**src/rtl/instr_fetch_unit.sv**
```systemverilog
// Fetch stage of the riscv32i multicycle core: owns PC/OldPC, runs one valid/ack read per FetchStart.
// Optional watchdog on the memory wait is enabled with `define FETCH_TIMEOUT_EN.
module instr_fetch_unit #(
  parameter logic [31:0] RESET_PC       = 32'h0000_0000,
  parameter logic [31:0] NOP_INSTR      = 32'h0000_0013,
  parameter int unsigned TIMEOUT_CYCLES = 255
) (
  input  logic        clk,
  input  logic        reset,
  input  logic        FetchStart,
  input  logic        PCWrite,
  input  logic [31:0] PCNext,
  output logic        MemReq,
  output logic [31:0] MemAddr,
  input  logic [31:0] MemRdata,
  input  logic        MemAck,
  output logic [31:0] Instr,
  output logic [31:0] PC,
  output logic [31:0] OldPC,
  output logic        FetchDone,
  output logic        Busy,
  output logic        MisalignErr,
  output logic        FetchTimeout
);

  typedef enum logic [0:0] {IDLE = 1'b0, REQ = 1'b1} state_e;

  state_e      state_q;
  logic [31:0] pc_q;
  logic [31:0] old_pc_q;
  logic [31:0] instr_q;
  logic        mem_req_q;
  logic        fetch_done_q;
  logic        misalign_q;
  logic        redir_pend_q;
  logic [31:0] redir_tgt_q;

  logic [31:0] fetch_pc_d;
  logic [31:0] leave_pc_d;
  logic [31:0] seq_pc_d;
  logic        expire_d;

`ifdef FETCH_TIMEOUT_EN
  localparam int unsigned CNT_W = ($clog2(TIMEOUT_CYCLES + 1) > 8) ? $clog2(TIMEOUT_CYCLES + 1) : 8;
  logic [CNT_W-1:0] wait_cnt_q;
  logic             timeout_q;
`endif

  // Effective fetch address in IDLE and the PC taken when leaving REQ (redirect beats sequential)
  always_comb begin
    fetch_pc_d = pc_q;
    leave_pc_d = pc_q;
    seq_pc_d   = pc_q + 32'd4;
    expire_d   = 1'b0;
    if (PCWrite) begin
      fetch_pc_d = PCNext;
    end else begin
      fetch_pc_d = pc_q;
    end
    if (PCWrite) begin
      leave_pc_d = PCNext;
      seq_pc_d   = PCNext;
    end else if (redir_pend_q) begin
      leave_pc_d = redir_tgt_q;
      seq_pc_d   = redir_tgt_q;
    end else begin
      leave_pc_d = pc_q;
      seq_pc_d   = pc_q + 32'd4;
    end
`ifdef FETCH_TIMEOUT_EN
    expire_d = (wait_cnt_q == CNT_W'(TIMEOUT_CYCLES - 1));
`else
    expire_d = 1'b0;
`endif
  end

  // Fetch FSM and all registered outputs
  always_ff @(posedge clk) begin
    if (reset) begin
      state_q      <= IDLE;
      pc_q         <= RESET_PC;
      old_pc_q     <= RESET_PC;
      instr_q      <= NOP_INSTR;
      mem_req_q    <= 1'b0;
      fetch_done_q <= 1'b0;
      misalign_q   <= 1'b0;
      redir_pend_q <= 1'b0;
      redir_tgt_q  <= RESET_PC;
`ifdef FETCH_TIMEOUT_EN
      wait_cnt_q   <= '0;
      timeout_q    <= 1'b0;
`endif
    end else begin
      fetch_done_q <= 1'b0;
      misalign_q   <= 1'b0;
`ifdef FETCH_TIMEOUT_EN
      timeout_q    <= 1'b0;
`endif
      case (state_q)
        IDLE: begin
          pc_q <= fetch_pc_d;
          if (FetchStart && (fetch_pc_d[1:0] == 2'b00)) begin
            state_q   <= REQ;
            mem_req_q <= 1'b1;
`ifdef FETCH_TIMEOUT_EN
            wait_cnt_q <= '0;
`endif
          end else if (FetchStart) begin
            misalign_q <= 1'b1;
          end else begin
            mem_req_q <= 1'b0;
          end
        end
        REQ: begin
          if (MemAck) begin
            instr_q      <= MemRdata;
            old_pc_q     <= pc_q;
            pc_q         <= seq_pc_d;
            fetch_done_q <= 1'b1;
            redir_pend_q <= 1'b0;
            mem_req_q    <= 1'b0;
            state_q      <= IDLE;
          end else if (expire_d) begin
            pc_q         <= leave_pc_d;
            redir_pend_q <= 1'b0;
            mem_req_q    <= 1'b0;
            state_q      <= IDLE;
`ifdef FETCH_TIMEOUT_EN
            timeout_q    <= 1'b1;
`endif
          end else begin
            if (PCWrite) begin
              redir_tgt_q  <= PCNext;
              redir_pend_q <= 1'b1;
            end
`ifdef FETCH_TIMEOUT_EN
            wait_cnt_q <= wait_cnt_q + CNT_W'(1);
`endif
          end
        end
        default: begin
          state_q   <= IDLE;
          mem_req_q <= 1'b0;
        end
      endcase
    end
  end

  assign MemReq      = mem_req_q;
  assign MemAddr     = pc_q;
  assign Instr       = instr_q;
  assign PC          = pc_q;
  assign OldPC       = old_pc_q;
  assign FetchDone   = fetch_done_q;
  assign Busy        = (state_q == REQ);
  assign MisalignErr = misalign_q;
`ifdef FETCH_TIMEOUT_EN
  assign FetchTimeout = timeout_q;
`else
  assign FetchTimeout = 1'b0;
`endif

endmodule

```
**config.mk**
```make
export PLATFORM = sky130hd
export DESIGN_NAME = instr_fetch_unit
export DESIGN_NICKNAME = d
export VERILOG_FILES = /design/src/rtl/instr_fetch_unit.sv
export SDC_FILE = /design/constraint.sdc
export NUM_CORES = 1
export LEC_CHECK = 0
export ABC_CLOCK_PERIOD_IN_PS = 2500
export BUFFER_PORTS_ARGS = -buffer_cell sky130_fd_sc_hd__buf_4
export CAP_MARGIN = 0
export CORE_ASPECT_RATIO = 1.4
export CORE_MARGIN = 2
export CORE_UTILIZATION = 51
export DETAILED_ROUTE_END_ITERATION = 8
export GPL_TIMING_DRIVEN = 0
export HOLD_SLACK_MARGIN = 0.06
export PLACE_DENSITY = 0.81
export SYNTH_ARGS = -nofsm -noshare
export SYNTH_HDL_FRONTEND = slang
export SYNTH_SLANG_ARGS = --single-unit
```
**constraint.sdc**
```tcl
create_clock -name clk -period 2.5 [get_ports clk]
set_input_delay 0 -clock clk [delete_from_list [all_inputs] [get_ports clk]]
set_output_delay 0 -clock clk [all_outputs]
set_load 0.005 [all_outputs]
```
==> reports/qor_table.md <==
| Result | Value |
|:---|:---|
| Tot Pwr | 5.60 mW |
| Core area | 0.0114 sq mm |
| Dpl hpwl | 15.5 mm |
| Number of instances in the synthesized netlist | 708 |
| Library cell with the largest summed area after synthesis | sky130_fd_sc_hd__dfxtp_1 |
| Post-route cell area | 0.00889 sq mm |
| Kind of cell adding the most delay to the critical path | simple AND/OR/NAND/NOR gates |
| N_diodes | 0 |
| Crit path max fanout | 8 |
| Final routed wirelength across all metal layers | 22.4 mm |
| Number of vias per cell | 5.83 |
| Pre-CTS worst setup slack | 255 ps |
| Detailed-routed wire length on met2 | 11.3 mm |
| Result of the run | finished, final reports clean |
| Maximum vdd ir drop | 0.542 mV |
| Hold violation total from the final report | 0 |
| TritonCTS clock tree | built |
| Crit Path Class | reg -> reg |
| Unrepaired setup endpoints after global routing | false |
| Initial core utilization | 52.5% |
| Num Clock Sinks | 133 |
| Area of the die | 0.0126 sq mm |
| Critical Path Source | MemAddr[2] |
| Fin crit period | 2290 ps |
| Post-Route M1 WL | 8.38 mm |
| Share of layout cells above drive strength 1 | 28.3% |
| Overall Global Routing Usage | 34.8% |
| Total CTS buffers | 17 |
| Leading post-synthesis cells by cell area | sky130_fd_sc_hd__dfxtp_1 (45%), sky130_fd_sc_hd__a22o_1 (8.6%), sky130_fd_sc_hd__nand2_1 (6.2%) |
| Wire length of the first global-routing pass | 34.4 mm |
| Crit. End Element | flip-flop |
| Flops & latches, synth | 133 |
| Top flip-flop cell by instance count after synthesis | sky130_fd_sc_hd__dfxtp_1 |
| Sequential element share of the synthesized area | 44.5% |
| # Post-CTS Setup Buffers | 0 |
| Fmax | 437 MHz |
| Die width | 95.5 microns |
| Tightest Pin Transition | 1020 ps |
| Input/output buffers | 197 |
| Floorplan row count | 46 |
| Placer congestion estimate | 0.916 |
| Via count of the first global-routing pass | 6494 |
| Arrival time of the worst setup path | 2620 ps |
| Post-DR wirelength/cell | 19.6 microns |
| Die Span Y | 132 microns |
| Overflow left after global routing | 0 |
| Number of nets produced by synthesis | 778 |
| Synthesized area | 0.00598 sq mm |
| Utilization after layout | 78.0% |
| Setup slack after layout | 212 ps |
| Fraction of post-synthesis cell area in the top cell type by area | 44.5% |
| Final-report setup violation count | 0 |
| Mean instance size in the synthesized netlist | 8.45 sq um |
| Clk slew on worst S/H paths | 60 ps |
| Required time of the critical path | 2830 ps |
| Cell area after placement | 0.00764 sq mm |
| Final ANT Viol Nets | 0 |
| Highest metal used | met4 |
| Startpoint class of the critical path | flip-flop |
| Area growth from synthesis to layout | 48.6% |
| Number of DRC markers in iteration 0 | 678 |
| Count of buffer and inverter cells on the critical path | 0 |
| Number of distinct library cells after synthesis | 57 |
| Static Leak | 3.79 nW |
| Type of the worst min-delay path | in -> reg |
| Number of max-cap violations | 0 |
| Pre-antenna DRT Iters | 5 |
| Cell-by-cell trace of the critical path | ha_1, nand4_2, nor4_4, nand3_1, xor2_1, o31ai_1 |
| Final clock skew | 13.7 ps |
| Remaining routing DRC violations | 0 |
| Via count | 6679 |
| Number of buffers between clock root and the deepest sink | 2 |
| Number of warnings reported in the yosys synthesis log | 0 |
| Post-Route Setup TNS | 0 ps |
| Skew-Pair Late Insertion Delay | 430 ps |
| Length of routed met3 wiring | 1.79 mm |
| Power per standard cell area | 631 mW/mm^2 |
| Largest net degree at the start of global routing | 17 |
| Cell type of the slowest stage on the worst timing path | sky130_fd_sc_hd__nor4_4 |
| Min-Delay Startpoint | PCWrite |
| Max incr delay on CP | 560 ps |
| Root buffer cell | sky130_fd_sc_hd__clkbuf_16 |
| Post-synth EDFFs | 0 |
| Worst slew margin relative to its limit | 30.1% |
| IO Pins | 202 |
| Final number of max-transition violations | 0 |
| Number of H-tree branching levels | 4 |
| RR Startpoint | MemAddr[2] |
| Number of nets in the layout | 1059 |
| Initial antenna violation count | 0 |
| Part of the cycle the worst path needs | 91.5% |
| Fraction of registers with async set/reset | 0% |
==> cells by family after synthesis <==
group                      count (synthesis)  share of synthesized area, %
adders and majority gates                  1                         0.209
other                                      1                        0.0627
muxes                                     10                          1.72
AOI/OAI and AO/OA                        211                          24.3
and+or+nand+nor                          248                          19.7
DFF                                      133                          44.5
xor gates and xnor gates                   8                          1.17
buffers and inverters                     96                          8.32
==> synthesized netlist by cell type, types with 2 or more instances <==
cell type and instances:
sky130_fd_sc_hd__xnor2_1 3, sky130_fd_sc_hd__a22o_1 59, sky130_fd_sc_hd__nand2b_1 8, sky130_fd_sc_hd__o22a_1 3, sky130_fd_sc_hd__nor4b_1 2, sky130_fd_sc_hd__a221oi_1 10
sky130_fd_sc_hd__inv_1 5, sky130_fd_sc_hd__nor2_1 55, sky130_fd_sc_hd__nand3_1 30, sky130_fd_sc_hd__o21ai_0 31, sky130_fd_sc_hd__buf_4 33, sky130_fd_sc_hd__nand2_1 99
sky130_fd_sc_hd__o211a_1 2, sky130_fd_sc_hd__o2bb2ai_1 2, sky130_fd_sc_hd__o31ai_1 2, sky130_fd_sc_hd__buf_1 4, sky130_fd_sc_hd__dfxtp_1 133, sky130_fd_sc_hd__nor4_4 2
sky130_fd_sc_hd__clkbuf_1 40, sky130_fd_sc_hd__a21oi_1 67, sky130_fd_sc_hd__mux2i_1 8, sky130_fd_sc_hd__xor2_1 5, sky130_fd_sc_hd__nand3_2 2, sky130_fd_sc_hd__a31oi_1 5
sky130_fd_sc_hd__o211ai_1 5, sky130_fd_sc_hd__a311o_1 3, sky130_fd_sc_hd__o22ai_1 3, sky130_fd_sc_hd__a211oi_1 4, sky130_fd_sc_hd__or3_1 5, sky130_fd_sc_hd__nor2b_1 3
sky130_fd_sc_hd__and3_1 5, sky130_fd_sc_hd__clkinv_1 3, sky130_fd_sc_hd__a2111oi_0 5, sky130_fd_sc_hd__a2111o_1 2, sky130_fd_sc_hd__nand4_1 11, sky130_fd_sc_hd__nor3_1 12
sky130_fd_sc_hd__nor4_1 5, sky130_fd_sc_hd__a21o_1 2, sky130_fd_sc_hd__buf_2 11, sky130_fd_sc_hd__mux2_2 2
==> cells in the final DEF, fill, tap and decap left out, types with 30 or more instances in the layout <==
| master | instances |
|---|---|
| sky130_fd_sc_hd__a21oi_1 | 67 |
| sky130_fd_sc_hd__buf_4 | 230 |
| sky130_fd_sc_hd__a22o_1 | 59 |
| sky130_fd_sc_hd__nand2_1 | 99 |
| sky130_fd_sc_hd__o21ai_0 | 31 |
| sky130_fd_sc_hd__nor2_1 | 55 |
| sky130_fd_sc_hd__nand3_1 | 30 |
| sky130_fd_sc_hd__clkbuf_1 | 41 |
| sky130_fd_sc_hd__dfxtp_1 | 133 |
| sky130_fd_sc_hd__dlygate4sd3_1 | 65 |
==> stage by stage <==
stage	std cells	hold WS [ps]
2_1_floorplan	708	119
3_3_place_gp	1049	205
3_5_place_dp	1049	214
4_1_cts	1146	176
5_1_grt	1146	231
6_report	1146	195
==> final timing paths <==
path                                        end  slack, ps  depth (start not counted)
worst max-delay path                MemAddr[20]        210                          6
worst min-delay path               redir_pend_q        190                          4
worst max register to register      MemAddr[20]        210                          6
worst min register to register  redir_tgt_q[10]        450                          2
==> worst register-to-register path, cell delays in order, from the launching register on <==
cell	delay (ps)
sky130_fd_sc_hd__dfxtp_1	550
sky130_fd_sc_hd__ha_1	300
sky130_fd_sc_hd__nand4_2	250
sky130_fd_sc_hd__nor4_4	570
sky130_fd_sc_hd__nand3_1	170
sky130_fd_sc_hd__xor2_1	170
sky130_fd_sc_hd__o31ai_1	200
==> per-layer routing <==
layer  global-route usage (%)  vias up
met5                        0        -
met3                     7.15       72
met4                     19.3        0
met2                     58.5      367
met1                     40.2     3156
li1                         -     3084
==> sequential cells by signal, summed over array words and instances (netlist names) <==
name          cells
FetchDone         1
MisalignErr       1
Instr            32
Busy              1
OldPC            32
redir_tgt_q      32
redir_pend_q      1
MemAddr          32
MemReq            1
==> power breakdown <==
group	total (mW)	internal [mW]	switching [mW]	leakage, nW
Sequential	2.30	2.19	0.107	1.08
Clock	2.50	1.51	0.995	0.282
Combinational	0.803	0.416	0.387	2.43
Total	5.60	4.11	1.49	3.79
==> layout make-up <==
type | count | area [sq um]
Clock inverter | 13 | 148
Timing Repair Buffer | 262 | 2130
Clock buffer | 19 | 443
Multi-Input combinational cell | 479 | 2830
Buffer | 88 | 468
Tap cell | 144 | 180
Sequential cell | 133 | 2660
Fill cell | 806 | 2510
Inverter | 8 | 30.0
==> what timing repair did <==
item | CTS | global route
hold endpoints to repair | 88 | 0
hold buffers | 65 | 0
gates resized for setup | 0 | 1
setup endpoints to repair | 0 | 1
Note: power is estimated with default switching activity, not from simulation.
